[config.mk]
export PLATFORM = sky130hd
export DESIGN_NAME = avalon_burst_master
export DESIGN_NICKNAME = d
export VERILOG_FILES = /design/src/rtl/avalon_burst_master.sv
export SDC_FILE = /design/constraint.sdc
export NUM_CORES = 1
export LEC_CHECK = 0
export BUFFER_PORTS_ARGS = -buffer_cell sky130_fd_sc_hd__buf_2
export CAP_MARGIN = 20
export CORE_MARGIN = 4
export CORE_UTILIZATION = 25
export DETAILED_ROUTE_END_ITERATION = 6
export GPL_TIMING_DRIVEN = 0
export HOLD_SLACK_MARGIN = 0.02
export PLACE_DENSITY = 0.51
export SLEW_MARGIN = 20
export SYNTH_ARGS = -nofsm -noshare
export SYNTH_HDL_FRONTEND = slang
export SYNTH_SLANG_ARGS = --single-unit
[constraint.sdc]
create_clock -name avl_clk -period 4 [get_ports avl_clk]
set_input_delay 0.2 -clock avl_clk [delete_from_list [all_inputs] [get_ports avl_clk]]
set_output_delay 0.2 -clock avl_clk [all_outputs]
set_load 0.02 [all_outputs]
[src/rtl/avalon_burst_master.sv]
// Avalon-MM burst master: turns one user command into a single write or read burst.
// Optional read timeout enabled by defining AVL_MASTER_TIMEOUT_EN.
module avalon_burst_master #(
  parameter int ADDR_W      = 10,
  parameter int DATA_W      = 8,
  parameter int BURST_W     = 10,
  parameter int TIMEOUT_CYC = 256
) (
  input  logic               avl_clk,
  input  logic               avl_rst,
  input  logic               cmd_valid,
  output logic               cmd_ready,
  input  logic               cmd_write,
  input  logic [ADDR_W-1:0]  cmd_address,
  input  logic [BURST_W-1:0] cmd_burstcount,
  input  logic [DATA_W-1:0]  wr_data,
  input  logic               wr_valid,
  output logic               wr_ready,
  output logic [DATA_W-1:0]  rd_data,
  output logic               rd_valid,
  output logic               done,
  output logic               error,
  output logic [ADDR_W-1:0]  avl_address,
  output logic               avl_read,
  output logic               avl_write,
  output logic [DATA_W-1:0]  avl_writedata,
  output logic [BURST_W-1:0] avl_burstcount,
  output logic               avl_beginbursttransfer,
  input  logic               avl_waitrequest,
  input  logic [DATA_W-1:0]  avl_readdata,
  input  logic               avl_readdatavalid
);

  typedef enum logic [1:0] {IDLE, WR_BURST, RD_REQ, RD_DATA} state_t;

  localparam logic [BURST_W:0]   CNT_ONE   = 1;
  localparam logic [BURST_W-1:0] BURST_ONE = 1;

  state_t               state_q, state_d;
  logic [ADDR_W-1:0]    addr_q, addr_d;
  logic [BURST_W-1:0]   burst_q, burst_d;
  logic [BURST_W:0]     cnt_q, cnt_d, cnt_inc;
  logic                 bbt_q, bbt_d;
  logic                 done_q, done_d;
  logic [DATA_W-1:0]    rd_data_q, rd_data_d;
  logic                 rd_valid_q, rd_valid_d;
  logic                 cmd_fire, wr_beat, rd_beat, last_beat;

`ifdef AVL_MASTER_TIMEOUT_EN
  localparam int            TO_W    = $clog2(TIMEOUT_CYC + 1);
  localparam logic [TO_W-1:0] TO_LAST = TO_W'(TIMEOUT_CYC - 1);
  localparam logic [TO_W-1:0] TO_ONE  = 1;
  logic [TO_W-1:0] to_cnt_q, to_cnt_d;
  logic            error_q, error_d;
  assign error = error_q;
`else
  assign error = 1'b0;
`endif

  // Holding off cmd_ready during the done pulse keeps back-to-back commands a cycle apart.
  assign cmd_ready     = (state_q == IDLE) && !done_q;
  assign cmd_fire      = cmd_valid && cmd_ready;
  assign avl_write     = (state_q == WR_BURST) && wr_valid;
  assign avl_writedata = (state_q == WR_BURST) ? wr_data : '0;
  assign wr_ready      = (state_q == WR_BURST) && !avl_waitrequest;
  assign avl_read      = (state_q == RD_REQ);
  assign wr_beat       = avl_write && !avl_waitrequest;
  assign rd_beat       = avl_readdatavalid && ((state_q == RD_REQ) || (state_q == RD_DATA));
  assign cnt_inc       = cnt_q + CNT_ONE;
  assign last_beat     = (cnt_inc == {1'b0, burst_q});

  assign avl_address            = addr_q;
  assign avl_burstcount         = burst_q;
  assign avl_beginbursttransfer = bbt_q;
  assign rd_data                = rd_data_q;
  assign rd_valid               = rd_valid_q;
  assign done                   = done_q;

  always_comb begin
    state_d    = state_q;
    addr_d     = addr_q;
    burst_d    = burst_q;
    cnt_d      = cnt_q;
    bbt_d      = 1'b0;
    done_d     = 1'b0;
    rd_data_d  = avl_readdata;
    rd_valid_d = rd_beat;
`ifdef AVL_MASTER_TIMEOUT_EN
    to_cnt_d   = to_cnt_q;
    error_d    = 1'b0;
`endif
    case (state_q)
      IDLE: begin
        if (cmd_fire) begin
          addr_d  = cmd_address;
          burst_d = (cmd_burstcount == '0) ? BURST_ONE : cmd_burstcount;
          cnt_d   = '0;
          bbt_d   = 1'b1;
          state_d = cmd_write ? WR_BURST : RD_REQ;
        end
      end
      WR_BURST: begin
        if (wr_beat) begin
          cnt_d = cnt_inc;
          if (last_beat) begin
            state_d = IDLE;
            done_d  = 1'b1;
          end
        end
      end
      RD_REQ, RD_DATA: begin
        if ((state_q == RD_REQ) && !avl_waitrequest) state_d = RD_DATA;
        // A beat may arrive in the same cycle the read command is accepted.
        if (rd_beat) begin
          cnt_d = cnt_inc;
          if (last_beat) begin
            state_d = IDLE;
            done_d  = 1'b1;
          end
        end
      end
      default: state_d = IDLE;
    endcase
`ifdef AVL_MASTER_TIMEOUT_EN
    // Counter idles at zero outside RD_DATA, so entering RD_DATA starts a fresh count.
    if ((state_q != RD_DATA) || rd_beat) begin
      to_cnt_d = '0;
    end else if (to_cnt_q == TO_LAST) begin
      to_cnt_d = '0;
      state_d  = IDLE;
      error_d  = 1'b1;
    end else begin
      to_cnt_d = to_cnt_q + TO_ONE;
    end
`endif
  end

  always_ff @(posedge avl_clk) begin
    if (avl_rst) begin
      state_q    <= IDLE;
      addr_q     <= '0;
      burst_q    <= '0;
      cnt_q      <= '0;
      bbt_q      <= 1'b0;
      done_q     <= 1'b0;
      rd_data_q  <= '0;
      rd_valid_q <= 1'b0;
`ifdef AVL_MASTER_TIMEOUT_EN
      to_cnt_q   <= '0;
      error_q    <= 1'b0;
`endif
    end else begin
      state_q    <= state_d;
      addr_q     <= addr_d;
      burst_q    <= burst_d;
      cnt_q      <= cnt_d;
      bbt_q      <= bbt_d;
      done_q     <= done_d;
      rd_data_q  <= rd_data_d;
      rd_valid_q <= rd_valid_d;
`ifdef AVL_MASTER_TIMEOUT_EN
      to_cnt_q   <= to_cnt_d;
      error_q    <= error_d;
`endif
    end
  end

endmodule

==> impl_metrics.json, run 1 <==
{
  "synth.distinct_cells": 46,
  "rows": 33,
  "dpl_worst_slack_ns": 1.51,
  "yosys.area_share.simple_pct": 30.1,
  "layout_commonest_cell": "buf_2",
  "path_max_fanout": 10,
  "synth_xor_area_share_pct": 4.78,
  "ys_ff_latch": 44,
  "area.sequential_um2": 881,
  "core_region_area_um2": 8380,
  "start_util_pct": 26.3,
  "cts_tree": "yes",
  "multi_input_area_um2": 1200,
  "min_period_ns": 2.53,
  "required_ns": 4.17,
  "fmax_ghz": 0.395,
  "finalCritPeriodShare_pct": 63.3,
  "powerDensity_nw_per_um2": 404,
  "rsz0062_at_grt": "false",
  "syn_area_per_cell_um2": 8.12,
  "final_layout_size_suffix_gt1_share_pct": 29.6,
  "grt_pass1_wl_mm": 10.5,
  "start_kind": "flip-flop",
  "final_cells": 467,
  "wl_per_cell_um": 13.7,
  "nFillCells": 901,
  "gp_congestion": 0.777,
  "die_w_um": 102,
  "nNetsFinal": 406,
  "io_buffers": 84,
  "synth_fp_nets": 315,
  "ir_drop_uv": 222,
  "grt_pass1_vias": 2107,
  "synth_compound_area_share_pct": 19.0,
  "clkSinkCount": 44,
  "setup_viol": 0,
  "cts_max_level": 2,
  "ys_warn_count": 0,
  "diodes": 0,
  "dieArea_um2": 10400,
  "final_cell_mix": "buf_2 (87), dfxtp_1 (44), nand2_1 (43)",
  "clock_skew_ns": 0.00526,
  "ant_nets": 0,
  "utilization_pct": 34.4,
  "end_kind": "flip-flop",
  "routed_wl_mm": 6.40,
  "syn_area_um2": 2200,
  "dp_hpwl_mm": 4.87,
  "drv_cap": 0,
  "cts_setup_buffers": 0,
  "synth-seq-area-share_pct": 40.0,
  "drc": 0,
  "path_clk_slew_ns": 0.08,
  "io_pins": 87,
  "root_buffer": "clkbuf_8",
  "clk-insertion-delay-late_ns": 0.29,
  "grtUsageTotal_pct": 12.6,
  "path_class": "reg2reg",
  "cts_resized": 0,
  "hp-class": "in2reg",
  "arrival_ns": 2.71,
  "muxShareOfSynthArea_pct": 0,
  "cts.path.max_buffers": 2,
  "async_flop_share_pct": 0,
  "antenna_found_initial": 0,
  "hold_viol_final": 0,
  "synth_edf_count": 0,
  "drt_first_pass_iters": 4,
  "cts_made_buffers": 5,
  "synthAdderAreaFrac_pct": 0.569,
  "area_growth_syn_to_layout_pct": 30.9,
  "status": "finished clean",
  "synth-main-ff-cell": "dfxtp_1",
  "overflow": 0,
  "tightest_slew_ns": 0.839,
  "die_h_um": 102,
  "maxSlewViolCount": 0,
  "synthCells": 271,
  "relSlewSlack_pct": 44.1,
  "dp_cells": 460,
  "grt_max_degree": 14,
  "vias_per_cell": 4.67,
  "p_leak_nw": 1.22,
  "synth_top_family_by_area": "simple AND/OR/NAND/NOR gates",
  "drt-initial-drc-count": 132,
  "ctsHoldBuffers": 0,
  "finalWorstSetupSlack_ns": 1.47,
  "tns_ns": 0,
  "vias": 2179
}
==> layer usage <==
layer  wire (um)  part of all wire [%]  vias to the layer above  track usage (%)
met4          65                   1.0                        0             3.03
met3         349                   5.5                        5             3.00
met2        3040                    48                       64             20.3
met1        2940                    46                      993             17.0
met5           0                     0                        -                0
li1            -                     -                     1117                -
==> layout make-up <==
cell class / count / area share, %
Inverter: 4 / 0.521
Timing Repair Buffer: 84 / 14.6
Clock inverter: 2 / 2.08
Multi-Input combinational cell: 203 / 41.8
Tap cell: 105 / 4.56
Buffer: 20 / 3.52
Clock buffer: 5 / 2.39
Sequential cell: 44 / 30.6
==> Yosys cell counts (2+ instances only) <==
cell type   n  area share (%)
nand2b_1    5             1.4
nor2b_1    13             3.7
buf_4       2            0.68
inv_1       3            0.51
buf_2       3            0.68
a31oi_1     4             1.1
xnor2_1    10             4.0
or3b_2      2            0.80
clkbuf_1   13             2.2
nand2_1    43             7.3
and2_1     11             3.1
nor2_1     11             1.9
xor2_1      2            0.80
o21ai_0    10             2.3
dfxtp_1    44              40
nand3_1     5             1.1
and3_1      4             1.1
a21oi_1    41             9.3
nand4_1     5             1.4
buf_6       2             1.0
nor3_1      6             1.4
nor3b_1     4             1.4
or3_1       5             1.4
==> logic make-up (layout without fill, tap and decap cells) <==
kind of cell / after synthesis / in the layout
other cells: 1 / 1
flops: 44 / 44
simple gates: 122 / 122
compound gates: 67 / 67
buf+inv: 24 / 115
fa+ha+maj: 1 / 1
xor+xnor: 12 / 12
==> through the flow <==
stage | power (mW) | area [um2] | hold WS [ns]
detailed placement | 0.782 | 2750 | 0.414
global route | 1.23 | 2880 | 0.114
floorplan | 0.677 | 2200 | 0.328
global placement | 0.779 | 2750 | 0.407
CTS | 1.18 | 2880 | 0.102
finish | 1.17 | 2880 | 0.112
==> worst paths after layout <==
kind / start / endpoint / slack, ns / cells past startpoint
hold reg to reg: avl_address[0] / avl_address[0] / 0.46 / 2
setup / recovery: cnt_q[1] / state_q[0] / 1.47 / 7
setup reg to reg: cnt_q[1] / state_q[0] / 1.47 / 7
hold / removal: avl_readdata[2] / rd_data[2] / 0.11 / 2
==> critical path: stages, from the launching register on <==
cell and delay (ns):
dfxtp_1 0.51, ha_1 0.31, clkbuf_1 0.37, nand4_1 0.17, xnor2_1 0.19, a2111oi_4 0.29
a222oi_1 0.15, o41a_1 0.43
==> power breakdown <==
group / internal (mW) / leakage (nW) / switching, mW / total (mW)
Combinational: 0.103 / 0.795 / 0.176 / 0.279
Clock: 0.246 / 0.0642 / 0.151 / 0.397
Sequential: 0.465 / 0.360 / 0.0242 / 0.489
Total: 0.814 / 1.22 / 0.351 / 1.17
==> state kept, by name, indices dropped and copies added (netlist names) <==
signal and count:
cnt_q 11, avl_address 10, avl_burstcount 10, rd_data 8, state_q 2, avl_beginbursttransfer 1
done 1, rd_valid 1
Power figures use the tool's default switching activity.
==> run 2: changes to the inputs <==
--- a/config.mk
+++ b/config.mk
@@ -5,6 +5,7 @@
 export SDC_FILE = /design/constraint.sdc
 export NUM_CORES = 1
 export LEC_CHECK = 0
+export ABC_AREA = 1
 export BUFFER_PORTS_ARGS = -buffer_cell sky130_fd_sc_hd__buf_2
 export CAP_MARGIN = 20
 export CORE_MARGIN = 4
==> constraint.sdc (replaced) <==
create_clock -name avl_clk -period 2.6 [get_ports avl_clk]
set_input_delay 0.13 -clock avl_clk [delete_from_list [all_inputs] [get_ports avl_clk]]
set_output_delay 0.13 -clock avl_clk [all_outputs]
set_load 0.02 [all_outputs]
==> run 2 against run 1 <==
  * Flip-flop and latch count stayed put
  * Sequential share of layout area is 0.16 points lower
  * Worst setup slack lost 0.86 ns
  * Core utilization up 0.52 points
  * Non-clock buffer count up 1
  * Highest routed layer unchanged
==> impl_metrics.json, run 2 <==
{
  "status": "finished clean",
  "finalCritPeriodShare_pct": 76.5,
  "area.sequential_um2": 881,
  "start_kind": "flip-flop",
  "fmax_ghz": 0.503,
  "synthCells": 326,
  "utilization_pct": 34.9,
  "syn_area_per_cell_um2": 6.61,
  "final_cell_mix": "nand2_1 (93), buf_2 (88), inv_1 (45)",
  "critical_path.cell_chain": "ha_1, nand2_2, inv_1, nand2_1, nand2_1, nand3_1, nand2_1, nand2_1, nor2_1, nand4_1, nand2_1, nor2_1, nor2_1, nor2_1",
  "syn_area_um2": 2150,
  "die_h_um": 101,
  "diodes": 0,
  "end_kind": "flip-flop",
  "gp_congestion": 0.837,
  "tns_ns": 0,
  "rsz0062_at_grt": "false",
  "crit_top_cell": "nand2_1",
  "clk-insertion-delay-late_ns": 0.31,
  "multi_input_area_um2": 1030,
  "wl_per_cell_um": 11.7,
  "top_register": "cnt_q",
  "min_to": "avl_address[3]",
  "grt_pass1_vias": 2245,
  "fin_total_pwr_mw": 2.22,
  "grt_max_degree": 16,
  "largest_reg_flops": 11,
  "die_w_um": 101,
  "grtUsageTotal_pct": 12.8,
  "cts_resized": 0,
  "synth_area_leader_cell": "dfxtp_1",
  "start_util_pct": 26.0,
  "min_period_ns": 1.99,
  "drv_cap": 0,
  "r2r_slack_ns": 0.61,
  "synth-main-ff-cell": "dfxtp_1",
  "io_pins": 87,
  "drc": 0,
  "ctsHoldBuffers": 10,
  "synth_top_area_share_pct": 40.9,
  "synth.distinct_cells": 30,
  "r2r-start": "cnt_q[1]",
  "area_growth_syn_to_layout_pct": 34.4,
  "ir_drop_uv": 328,
  "async_flop_share_pct": 0,
  "relSlewSlack_pct": 65.3,
  "reg2regPathDepth": 14,
  "synth.most_common_cell": "nand2_1",
  "cts_made_buffers": 5,
  "path_class": "reg2reg",
  "routed_wl_mm": 6.26,
  "synth.area.top_cells": "dfxtp_1 (41%), nand2_1 (16%), inv_1 (7.8%)",
  "ant_nets": 0,
  "worstHoldStart": "cmd_address[3]",
  "vias": 2317,
  "vias_per_cell": 4.35,
  "layout_commonest_cell": "nand2_1",
  "io_buffers": 84,
  "powerDensity_nw_per_um2": 765,
  "tightest_slew_ns": 0.520,
  "synth_edf_count": 0,
  "hp-class": "in2reg",
  "grt_pass1_wl_mm": 10.5,
  "clkSinkCount": 44,
  "hold_viol_final": 0,
  "ys_warn_count": 0,
  "synth-seq-area-share_pct": 40.9,
  "setup_viol": 0,
  "cts_tree": "yes",
  "ys_ff_latch": 44,
  "synth_fp_nets": 370,
  "crit_buf_inv": 1,
  "core_region_area_um2": 8300,
  "rows": 33,
  "maxSlewViolCount": 0,
  "cts_max_level": 2,
  "dieArea_um2": 10200,
  "dp_hpwl_mm": 4.90,
  "crit_family": "simple AND/OR/NAND/NOR gates",
  "clock_skew_ns": 0.0156,
  "p_leak_nw": 1.44,
  "arrival_ns": 2.20,
  "cpMaxStageDelayCell": "dfxtp_1",
  "antenna_found_initial": 0,
  "cts.path.max_buffers": 2,
  "final_layout_size_suffix_gt1_share_pct": 27.6,
  "nFillCells": 900,
  "min_path_cells": 3,
  "required_ns": 2.82,
  "nNetsFinal": 471,
  "root_buffer": "clkbuf_8",
  "cts_setup_buffers": 0,
  "netlist_top_cells_count": "nand2_1 (93), inv_1 (45), dfxtp_1 (44)",
  "drt-initial-drc-count": 100,
  "overflow": 0,
  "drt_first_pass_iters": 4,
  "max_stage_delay_ns": 0.40,
  "rr_endpoint": "state_q[0]",
  "path_max_fanout": 6,
  "path_clk_slew_ns": 0.10
}
==> run 2: area by class of cell <==
cell class                      count  share of cell area (%)
Sequential cell                    44                    30.4
Clock inverter                      3                   0.734
Buffer                             11                    1.99
Timing Repair Buffer               94                    18.0
Multi-Input combinational cell    222                    35.6
Tap cell                          105                    4.54
Clock buffer                        5                    2.38
Inverter                           49                    6.35
==> run 2: cell families after synthesis <==
family                   Yosys count  share of synthesized area, %
AO/OA/AOI/OAI                     39                          9.81
flip-flops                        44                          40.9
adder cells (fa/ha/maj)            1                         0.581
other                              1                         0.174
buffers and inverters             60                          11.2
AND/OR/NAND/NOR                  181                          37.3
==> run 2: metrics by stage <==
step | instance area (um2) | instances | hold slack (ns) | setup slack, ns
2_1_floorplan | 2150 | 326 | 0.233 | 0.933
5_1_grt | 2900 | 533 | 0.0555 | 0.369
3_3_place_gp | 2710 | 515 | 0.327 | 0.660
4_1_cts | 2900 | 533 | 0.0552 | 0.612
6_report | 2900 | 533 | 0.0682 | 0.612
3_5_place_dp | 2710 | 515 | 0.338 | 0.628
==> run 2: worst max path at each step <==
stage | cells past startpoint | slack, ns | to | startpoint
floorplan | 14 | 0.93 | state_q[0] | cnt_q[1]
global placement | 14 | 0.66 | state_q[0] | cnt_q[1]
detailed placement | 14 | 0.63 | state_q[0] | cnt_q[1]
CTS | 14 | 0.61 | state_q[0] | cnt_q[1]
global route | 14 | 0.37 | state_q[0] | cnt_q[1]
finish | 14 | 0.61 | state_q[0] | cnt_q[1]
==> run 2: layer usage <==
layer / global-route usage (%) / up-vias / part of all wire, %
met5: 0 / - / 0
met4: 3.32 / 0 / 1.2
met3: 3.88 / 10 / 7.1
met2: 21.8 / 67 / 47
met1: 15.7 / 1025 / 44
li1: - / 1215 / -
==> run 2: worst register-to-register path, stage by stage, from the launching register on <==
cell and delay, ns:
dfxtp_1 0.40, ha_1 0.26, nand2_2 0.13, inv_1 0.12, nand2_1 0.08, nand2_1 0.08
nand3_1 0.07, nand2_1 0.07, nand2_1 0.04, nor2_1 0.22, nand4_1 0.14, nand2_1 0.12
nor2_1 0.05, nor2_1 0.08, nor2_1 0.04
==> run 2: power by group <==
part           switching, mW  internal (mW)  leakage (nW)
Sequential            0.0764          0.766         0.361
Clock                  0.262          0.191        0.0445
Combinational          0.615          0.305          1.03
Total                  0.953           1.26          1.44
